File: config.mk
export PLATFORM = sky130hd
export DESIGN_NAME = keypad_scan_debounce
export DESIGN_NICKNAME = d
export VERILOG_FILES = /design/src/rtl/keypad_scan_debounce_pkg.sv /design/src/rtl/keypad_scan_debounce_scan_tick_gen.sv /design/src/rtl/keypad_scan_debounce.sv
export SDC_FILE = /design/constraint.sdc
export NUM_CORES = 1
export LEC_CHECK = 0
export ABC_AREA = 0
export CAP_MARGIN = 20
export CORE_UTILIZATION = 44
export DETAILED_ROUTE_END_ITERATION = 8
export SYNTH_ARGS = -nofsm -noshare
export SYNTH_HDL_FRONTEND = slang
export SYNTH_SLANG_ARGS = --single-unit
File: constraint.sdc
create_clock -name clkin -period 2.7 [get_ports clkin]
set_clock_uncertainty 0.15 [all_clocks]
set_input_delay 0.405 -clock clkin [delete_from_list [all_inputs] [get_ports clkin]]
set_output_delay 0.405 -clock clkin [all_outputs]
set_load 0.05 [all_outputs]
File: src/rtl/keypad_scan_debounce_pkg.sv
// Shared definitions for the keypad scanner: scan FSM states and the key
// index formula (column-major: idx = c*ROWS + r), also used by keyboard_map.
package keypad_scan_debounce_pkg;

  typedef enum logic [1:0] {
    S_IDLE    = 2'd0,
    S_DRIVE   = 2'd1,
    S_COMPARE = 2'd2
  } scan_state_e;

  localparam int DEF_ROWS = 4;
  localparam int DEF_COLS = 4;

  function automatic int key_index(input int c, input int r, input int rows);
    return c * rows + r;
  endfunction

endpackage

File: src/rtl/keypad_scan_debounce_scan_tick_gen.sv
// scan_tick_gen: free-running divider producing a one-cycle tick every DIV
// clkin cycles (DIV=1 -> tick held high).
//   clkin  in  system clock
//   rst    in  async active-low reset
//   tick   out scan enable
module scan_tick_gen #(
  parameter int DIV = 50000
) (
  input  logic clkin,
  input  logic rst,
  output logic tick
);
  localparam int CW = (DIV > 1) ? $clog2(DIV) : 1;

  logic [CW-1:0] div_cnt;

  assign tick = (div_cnt == CW'(DIV - 1));

  always_ff @(posedge clkin or negedge rst) begin
    if (!rst)      div_cnt <= '0;
    else if (tick) div_cnt <= '0;
    else           div_cnt <= div_cnt + CW'(1);
  end

endmodule

File: src/rtl/keypad_scan_debounce.sv
// keypad_scan_debounce: matrix keypad scanner with whole-frame debounce and
// press/release events.
//   clkin        in   system clock
//   rst          in   async active-low reset
//   row          in   row lines, 0 = closed on the driven column
//   col          out  column drive, one bit low while scanning, else all 1
//   keys         out  debounced map, 1 = pressed, bit = c*ROWS + r
//   key_valid    out  1-cycle pulse: at least one key newly pressed
//   key_code     out  lowest newly pressed index, held until next press
//   key_release  out  1-cycle pulse: at least one key newly released
//   multi        out  more than one key held
module keypad_scan_debounce
  import keypad_scan_debounce_pkg::*;
#(
  parameter int ROWS     = DEF_ROWS,
  parameter int COLS     = DEF_COLS,
  parameter int DIV      = 50000,
  parameter int SETTLE   = 8,
  parameter int DEBOUNCE = 3,
  parameter int KEYW     = (ROWS * COLS > 1) ? $clog2(ROWS * COLS) : 1
) (
  input  logic                   clkin,
  input  logic                   rst,
  input  logic [ROWS-1:0]        row,
  output logic [COLS-1:0]        col,
  output logic [ROWS*COLS-1:0]   keys,
  output logic                   key_valid,
  output logic [KEYW-1:0]        key_code,
  output logic                   key_release,
  output logic                   multi
);
  localparam int NK = ROWS * COLS;
  localparam int CW = (COLS > 1) ? $clog2(COLS) : 1;
  localparam int SW = (SETTLE > 1) ? $clog2(SETTLE) : 1;
  localparam int DW = $clog2(DEBOUNCE + 1);

  function automatic logic [KEYW-1:0] lowest_idx(input logic [NK-1:0] v);
    lowest_idx = '0;
    for (int i = NK - 1; i >= 0; i--)
      if (v[i]) lowest_idx = KEYW'(i);
  endfunction

  function automatic logic many_set(input logic [NK-1:0] v);
    logic seen;
    seen     = 1'b0;
    many_set = 1'b0;
    for (int i = 0; i < NK; i++)
      if (v[i]) begin
        if (seen) many_set = 1'b1;
        seen = 1'b1;
      end
  endfunction

  scan_state_e   state, state_n;
  logic          tick;
  logic [CW-1:0] col_idx;
  logic [SW-1:0] settle_cnt;
  logic [NK-1:0] frame, last_frame;
  logic [DW-1:0] stable_cnt, stable_n;
  logic [NK-1:0] new_keys, gone_keys;
  logic          sample, last_col, upd;

  scan_tick_gen #(.DIV(DIV)) u_tick (
    .clkin (clkin),
    .rst   (rst),
    .tick  (tick)
  );

  assign multi = many_set(keys);

  always_comb begin
    state_n   = state;
    sample    = (state == S_DRIVE) && (settle_cnt == SW'(SETTLE - 1));
    last_col  = (col_idx == CW'(COLS - 1));
    // A changed frame restarts stability at 1; otherwise count up and saturate.
    stable_n  = (frame != last_frame)        ? DW'(1) :
                (stable_cnt == DW'(DEBOUNCE)) ? stable_cnt : stable_cnt + DW'(1);
    upd       = (stable_n == DW'(DEBOUNCE)) && (frame != keys);
    new_keys  = frame & ~keys;
    gone_keys = keys & ~frame;
    if (tick) begin
      case (state)
        S_IDLE:    state_n = S_DRIVE;
        S_DRIVE:   if (sample && last_col) state_n = S_COMPARE;
        S_COMPARE: state_n = S_IDLE;
        default:   state_n = S_IDLE;
      endcase
    end
  end

  always_ff @(posedge clkin or negedge rst) begin
    if (!rst) state <= S_IDLE;
    else      state <= state_n;
  end

  always_ff @(posedge clkin or negedge rst) begin
    if (!rst) begin
      col         <= '1;
      col_idx     <= '0;
      settle_cnt  <= '0;
      frame       <= '0;
      last_frame  <= '0;
      stable_cnt  <= '0;
      keys        <= '0;
      key_code    <= '0;
      key_valid   <= 1'b0;
      key_release <= 1'b0;
    end else begin
      // Pulses are cleared every clkin so they stay one cycle wide for any DIV.
      key_valid   <= 1'b0;
      key_release <= 1'b0;
      if (tick) begin
        case (state)
          S_IDLE: begin
            col        <= ~COLS'(1);
            col_idx    <= '0;
            settle_cnt <= '0;
          end
          S_DRIVE: begin
            if (sample) begin
              frame[key_index(int'(col_idx), 0, ROWS) +: ROWS] <= ~row;
              settle_cnt <= '0;
              if (!last_col) begin
                col_idx <= col_idx + CW'(1);
                col     <= ~(COLS'(1) << (col_idx + CW'(1)));
              end else begin
                col <= '1;
              end
            end else begin
              settle_cnt <= settle_cnt + SW'(1);
            end
          end
          S_COMPARE: begin
            last_frame <= frame;
            stable_cnt <= stable_n;
            if (upd) begin
              keys <= frame;
              if (|new_keys) begin
                key_code  <= lowest_idx(new_keys);
                key_valid <= 1'b1;
              end
              if (|gone_keys) key_release <= 1'b1;
            end
          end
          default: ;
        endcase
      end
    end
  end

endmodule
==> results.md, run 1 <==
- Top sig layer: met4
- Simple-gate share of the synthesized area: 15.9%
- CTS Buf Count: 9
- Crit. End Element: primary output
- RSZ-0062 raised after global routing: true
- Die width: 105 µm
- Placed Cells: 605
- EDFF count, synth: 0
- Compound-gate portion of the synthesized area: 6.81%
- Area after DPL: 0.00515 mm²
- Final cell count without fillers: 626
- # IOs: 33
- Synth top area cells: dfrtp_1 (43%), ha_1 (11%), mux2_2 (6.3%)
- Yosys reg bits: 83
- Gate count after technology mapping: 438
- Layout cell share with drive strength beyond 1: 17.8%
- Pwr dens: 384 mW/mm²
- Largest family of logic cells by synthesized area: simple AND/OR/NAND/NOR gates
- Met3 WL post-DR: 292 µm
- Grt ovf: 0
- Clock buffer depth: 2
- Global-route wire length before repair: 17,500 µm
- CP required: 2.14 ns
- Largest net degree at the start of global routing: 39
- CTS tree: built
- Critical Path Max Stage Delay: 0.40 ns
- Root Driver: clkbuf_8
- Final setup TNS: 0 ns
- First-pass DRT Iterations: 5
- Tmin final: 2.66 ns
- Ys async rst share: 100%
- Die height: 105 µm
- Met1 WL: 4900 µm
- Cells on Worst Hold Path: 1
- Sw power: 484 µW
- R2R depth: 7
- Sequential share of power: 59.3%
- Design area: 0.00545 mm²
- Post-synth top area cell: dfrtp_1
- Status: completed
- Initial antenna violation count: 0
- CP max FO: 4
- Post-Synth Adder-Cell Area: 12.0%
- Final antenna diode count: 0
- Port bufs: 32
- Cell Area, Synth: 0.00463 mm²
- Area delta synth->final: 17.7%
- Slowest stage cell, crit path: dfrtp_1
- Core ar.: 0.0103 mm²
- Clk network pwr share: 38.6%
- Worst slew margin: 65.5%
- Cell depth of the worst setup path: 7
- CP delay by family, top: simple AND/OR/NAND/NOR gates
- Vias in the first global route: 3,436
- Worst Path Buf+Inv: 2
- Peak VDD IR: 0.261 mV
- Syn avg cell area: 10.6 µm²
- Critical path class: flip-flop to primary output
- Yosys top cell area share: 42.7%
- Num rows: 37
- Starting Density: 45.1%
- Net Sw Frac: 23.1%
- Final layout net count: 533
- Routed wire length: 10,400 µm
- Final Setup Violations: 0
- Mux cell area share after synthesis: 9.78%
- Max Fclk: 0.377 GHz
- Residual DRC: 0
- CP arrival: 2.10 ns
- Vias: 3,346
- Setup WS post-layout: 0.0442 ns
- DRT antenna net count: 0
- Met2 wire len: 5060 µm
- Crit share post-route: 98.4%
- Clk slew on worst S/H paths: 0.09 ns
- Combinational share of power: 2.1%
- DP Worst Slack: 0.262 ns
- Later-pin clock latency in the skew report: 0.35 ns
- Slew Limit Fails: 0
- Tot GR Track Use: 20.3%
- Drt wl/cell: 16.6 µm
- CTS Sinks: 83
- CP Launch Type: flip-flop
- Placer Congestion: 0.787
- Sequential fraction of the synthesis area: 44.9%
- Die area: 0.0109 mm²
- Crit-path cells: nor4_1 > buf_4 > nand2_4 > maj3_2 > nor3_2 > o221ai_2 > buf_6
- HP Class: flip-flop to flip-flop
- Fin. Hold Viols: 0
- Final HPWL DP: 7830 µm
- Drt initial violations: 183
- Htree depth: 3
- Max cap viols: 0
- Slew at the pin with the worst max-slew slack: 0.518 ns
- Int Pwr: 1.61 mW
- Leak: 2.66 nW
- Syn nets: 486
- Yosys cell types: 46
- Main flop type after synthesis: dfrtp_1
- Xor and xnor area share after synthesis: 5.48%
- Drt via density: 5.35
- Hold Slack: 0.310 ns
- Synth Warn #: 0
-- cell usage after synthesis, types with 3 or more instances --
library cell,n
nor4_1,20
nor2_1,37
dfstp_2,4
and3_1,11
xor2_1,26
maj3_1,3
inv_1,40
nand2_1,22
ha_1,42
nor3_1,4
clkbuf_1,11
or3_1,4
nand4_1,9
nand3_1,10
nand2b_1,5
mux2i_1,16
xnor2_1,3
o21ai_0,12
a21oi_1,14
dfrtp_1,79
mux2_2,26
and2_1,5
a2111oi_0,4
-- sequential cells by signal, indices dropped and copies added, names as in the netlist --
register,count
frame,16
keys,16
last_frame,16
u_tick.div_cnt,16
col,4
key_code,4
settle_cnt,3
col_idx,2
stable_cnt,2
state,2
key_release,1
key_valid,1
-- logic make-up (layout without fill, tap and decap cells) --
family,count (synthesis),count (layout)
fa+ha+maj,45,45
simple gates,136,136
mux,42,42
xor+xnor,29,29
compound gates,48,48
buf+inv,55,107
flops,83,83
-- cell usage in the layout, fill, tap and decap left out, drive strengths merged, types with 9 or more instances in the layout --
cell type	instances
mux2i	16
xor2	26
nor4	20
nor2	37
and3	11
buf	20
a21oi	14
nand2	22
nand3	10
inv	40
clkdlybuf4s50	30
o21ai	12
clkbuf	11
dfrtp	79
mux2	26
nand4	9
ha	42
-- routing by layer --
metal / track usage (%) / up-vias
li1: - / 1626
met1: 28.0 / 1641
met2: 33.5 / 69
met3: 2.50 / 10
met4: 6.14 / 0
met5: 0 / -
-- final timing paths --
kind / startpoint / end / slack, ns
worst min-delay path: u_tick.div_cnt[0] / u_tick.div_cnt[0] / 0.31
max in group asynchronous: rst / col[3] / 1.33
min in group asynchronous: rst / keys[6] / 0.41
worst max register to register: keys[7] / key_code[1] / 0.27
worst max-delay path: keys[0] / multi / 0.04
worst min register to register: u_tick.div_cnt[0] / u_tick.div_cnt[0] / 0.31
-- through the flow --
| stage | total power, mW | util [%] |
|---|---|---|
| floorplan | 1.27 | - |
| global placement | 1.31 | 50.1 |
| detailed placement | 1.31 | 50.1 |
| CTS | 2.12 | 52.2 |
| global route | 2.18 | 53.0 |
| finish | 2.09 | 53.0 |
-- timing repair --
action                                  4_1_cts  5_1_grt
setup buffers                                 2        2
hold buffers                                  1        0
hold endpoints to repair                     33        0
endpoints found under the setup margin        1        1
pin swaps                                     0        6
cloned                                        0        0
resized for setup                             4       17
-- worst register-to-register path, delay by kind of cell (launching register included) --
| family | cells | cell delay, ns |
|---|---|---|
| flip-flops | 1 | 0.53 |
| adder cells (fa/ha/maj) | 1 | 0.26 |
| AND/OR/NAND/NOR | 4 | 0.96 |
| buffers and inverters | 1 | 0.13 |
| multiplexers | 1 | 0.29 |
-- power groups by stage --
stage	logic [mW]	clock network (mW)	registers, mW
global placement	0.0437	0	1.27
floorplan	0.00141	0	1.27
finish	0.0430	0.808	1.24
CTS	0.0451	0.835	1.24
global route	0.0495	0.889	1.24
detailed placement	0.0439	0	1.27
-- area by class of cell --
class	instances	area, µm²
fillers	936	4830
repair buffers	51	464
clock buffers	11	141
clock inverters	5	30.0
multi-input cells	300	2410
well taps	136	170
inverters	40	150
flip-flops and latches	83	2080
Note: power is estimated with default switching activity, not from simulation.
==> run 2, diff against run 1 <==
- CTS_BUF_LIST: not set -> sky130_fd_sc_hd__clkbuf_4 sky130_fd_sc_hd__clkbuf_8 sky130_fd_sc_hd__clkbuf_16
- GPL_ROUTABILITY_DRIVEN: not set -> 0
==> run 2 against run 1 <==
Effect of this change: die area unchanged; critical path type unchanged; register-to-register slack about the same; critical endpoint unchanged; largest cell class unchanged; sequential cell count unchanged.
==> results.md, run 2 (synthesized netlist as in run 1, its figures left out) <==
- Status: completed
- Layout cell share with drive strength beyond 1: 18.0%
- Final antenna diode count: 0
- CP Launch Type: flip-flop
- Max cap viols: 0
- DRT antenna net count: 0
- CP max FO: 4
- Later-pin clock latency in the skew report: 0.35 ns
- Design area: 0.00546 mm²
- Hold Path Origin: u_tick.div_cnt[0]
- RR Startpoint: keys[7]
- Area delta synth->final: 17.8%
- Crit. End Element: primary output
- Pwr dens: 385 mW/mm²
- R2R depth: 7
- Cells on Worst Hold Path: 1
- Fin. Hold Viols: 0
- First-pass DRT Iterations: 5
- Port bufs: 32
- Max Fclk: 0.377 GHz
- Htree depth: 3
- Slew at the pin with the worst max-slew slack: 0.519 ns
- Vias in the first global route: 3,436
- Worst R2R End: key_code[1]
- Vias: 3,351
- Crit share post-route: 98.2%
- Residual DRC: 0
- CTS Sinks: 83
- Crit-path cells: nor4_1 > buf_4 > nand2_4 > maj3_2 > nor3_2 > o221ai_2 > buf_6
- WHS Endpoint: u_tick.div_cnt[0]
- Die width: 105 µm
- Area after DPL: 0.00515 mm²
- Commonest non-fill, non-tap cell in the layout: dfrtp_1
- Die area: 0.0109 mm²
- Grt ovf: 0
- # IOs: 33
- CP required: 2.14 ns
- Final Setup Violations: 0
- Critical Path Max Stage Delay: 0.40 ns
- RSZ-0062 raised after global routing: true
- Tot GR Track Use: 20.3%
- Most frequent cells in the layout: dfrtp_1 (78), ha_1 (42), inv_1 (40)
- Starting Density: 45.1%
- Drt wl/cell: 16.6 µm
- Critical path class: flip-flop to primary output
- Core ar.: 0.0103 mm²
- Largest net degree at the start of global routing: 39
- CTS tree: built
- Initial antenna violation count: 0
- Final layout net count: 533
- Routed wire length: 10,400 µm
- CP arrival: 2.10 ns
- Slew Limit Fails: 0
- Clk slew on worst S/H paths: 0.09 ns
- Drt via density: 5.35
- Num rows: 37
- Tmin final: 2.65 ns
- Peak VDD IR: 0.261 mV
- Fin util: 53.1%
- Final HPWL DP: 7830 µm
- Clock buffer depth: 2
- Register-to-register setup slack: 0.27 ns
- Leak: 2.67 nW
- Worst slew margin: 65.4%
- Die height: 105 µm
- Root Driver: clkbuf_8
- Drt initial violations: 176
- Slowest stage cell, crit path: dfrtp_1
- HP Class: flip-flop to flip-flop
- CTS Buf Count: 9
- Global-route wire length before repair: 17,500 µm
run 2: cell count changes in the layout (fill, tap and decap cells not counted):
| cell | before | now |
|---|---|---|
| clkbuf_1 | 1 | 0 |
| clkbuf_4 | 0 | 1 |
run 2: report_power, final:
group | switching (mW) | leakage [nW] | internal [mW]
combinational | 0.0314 | 1.45 | 0.0116
clock | 0.450 | 0.0885 | 0.365
sequential | 0 | 1.13 | 1.24
run 2: critical path: cells and delay by family (launching register included):
family	cells	cell delay (ns)
DFF	1	0.40
adders and majority gates	1	0.31
and+or+nand+nor	3	0.51
buffers and inverters	2	0.38
AOI/OAI and AO/OA	1	0.14
run 2: worst max-delay path by stage:
stage / start / endpoint / depth (start not counted)
after floorplan: keys[0] / multi / 5
after global placement: keys[1] / multi / 7
after detailed placement: keys[6] / multi / 6
after CTS: keys[1] / multi / 7
after global routing: keys[0] / multi / 8
final: keys[0] / multi / 7
run 2: cell type report:
cell class	count	area, µm²
clock inverter	5	30.0
inverter	40	150
multi-input combinational	300	2410
timing repair buffer	51	464
tap	136	170
clock buffer	11	145
sequential	83	2080
fill	937	4820
run 2: routing by layer:
| metal | vias to the layer above | track usage [%] | wire, µm |
|---|---|---|---|
| met2 | 74 | 33.5 | 5080 |
| met1 | 1642 | 28.0 | 4910 |
| met5 | - | 0 | 0 |
| met3 | 9 | 2.50 | 286 |
| met4 | 0 | 6.14 | 86 |
| li1 | 1626 | - | - |
run 2: what timing repair did:
action                                 CTS  global route
setup buffers                            2             2
gates cloned                             0             0
endpoints found under the hold margin   33             0
pin swaps                                0             6
gates resized for setup                  4            17
setup endpoints to repair                1             1
hold buffers                             1             0
run 2: stage by stage:
step	hold WS [ns]	worst slack, ns	std cells	TNS [ns]	total power [mW]
detailed placement	0.258	0.262	605	0	1.31
finish	0.310	0.0476	626	0	2.10
global route	0.362	-0.0399	626	-0.0399	2.19
global placement	0.255	0.323	605	0	1.31
CTS	0.315	0.00998	624	0	2.13
floorplan	-0.0406	0.0739	438	0	1.27
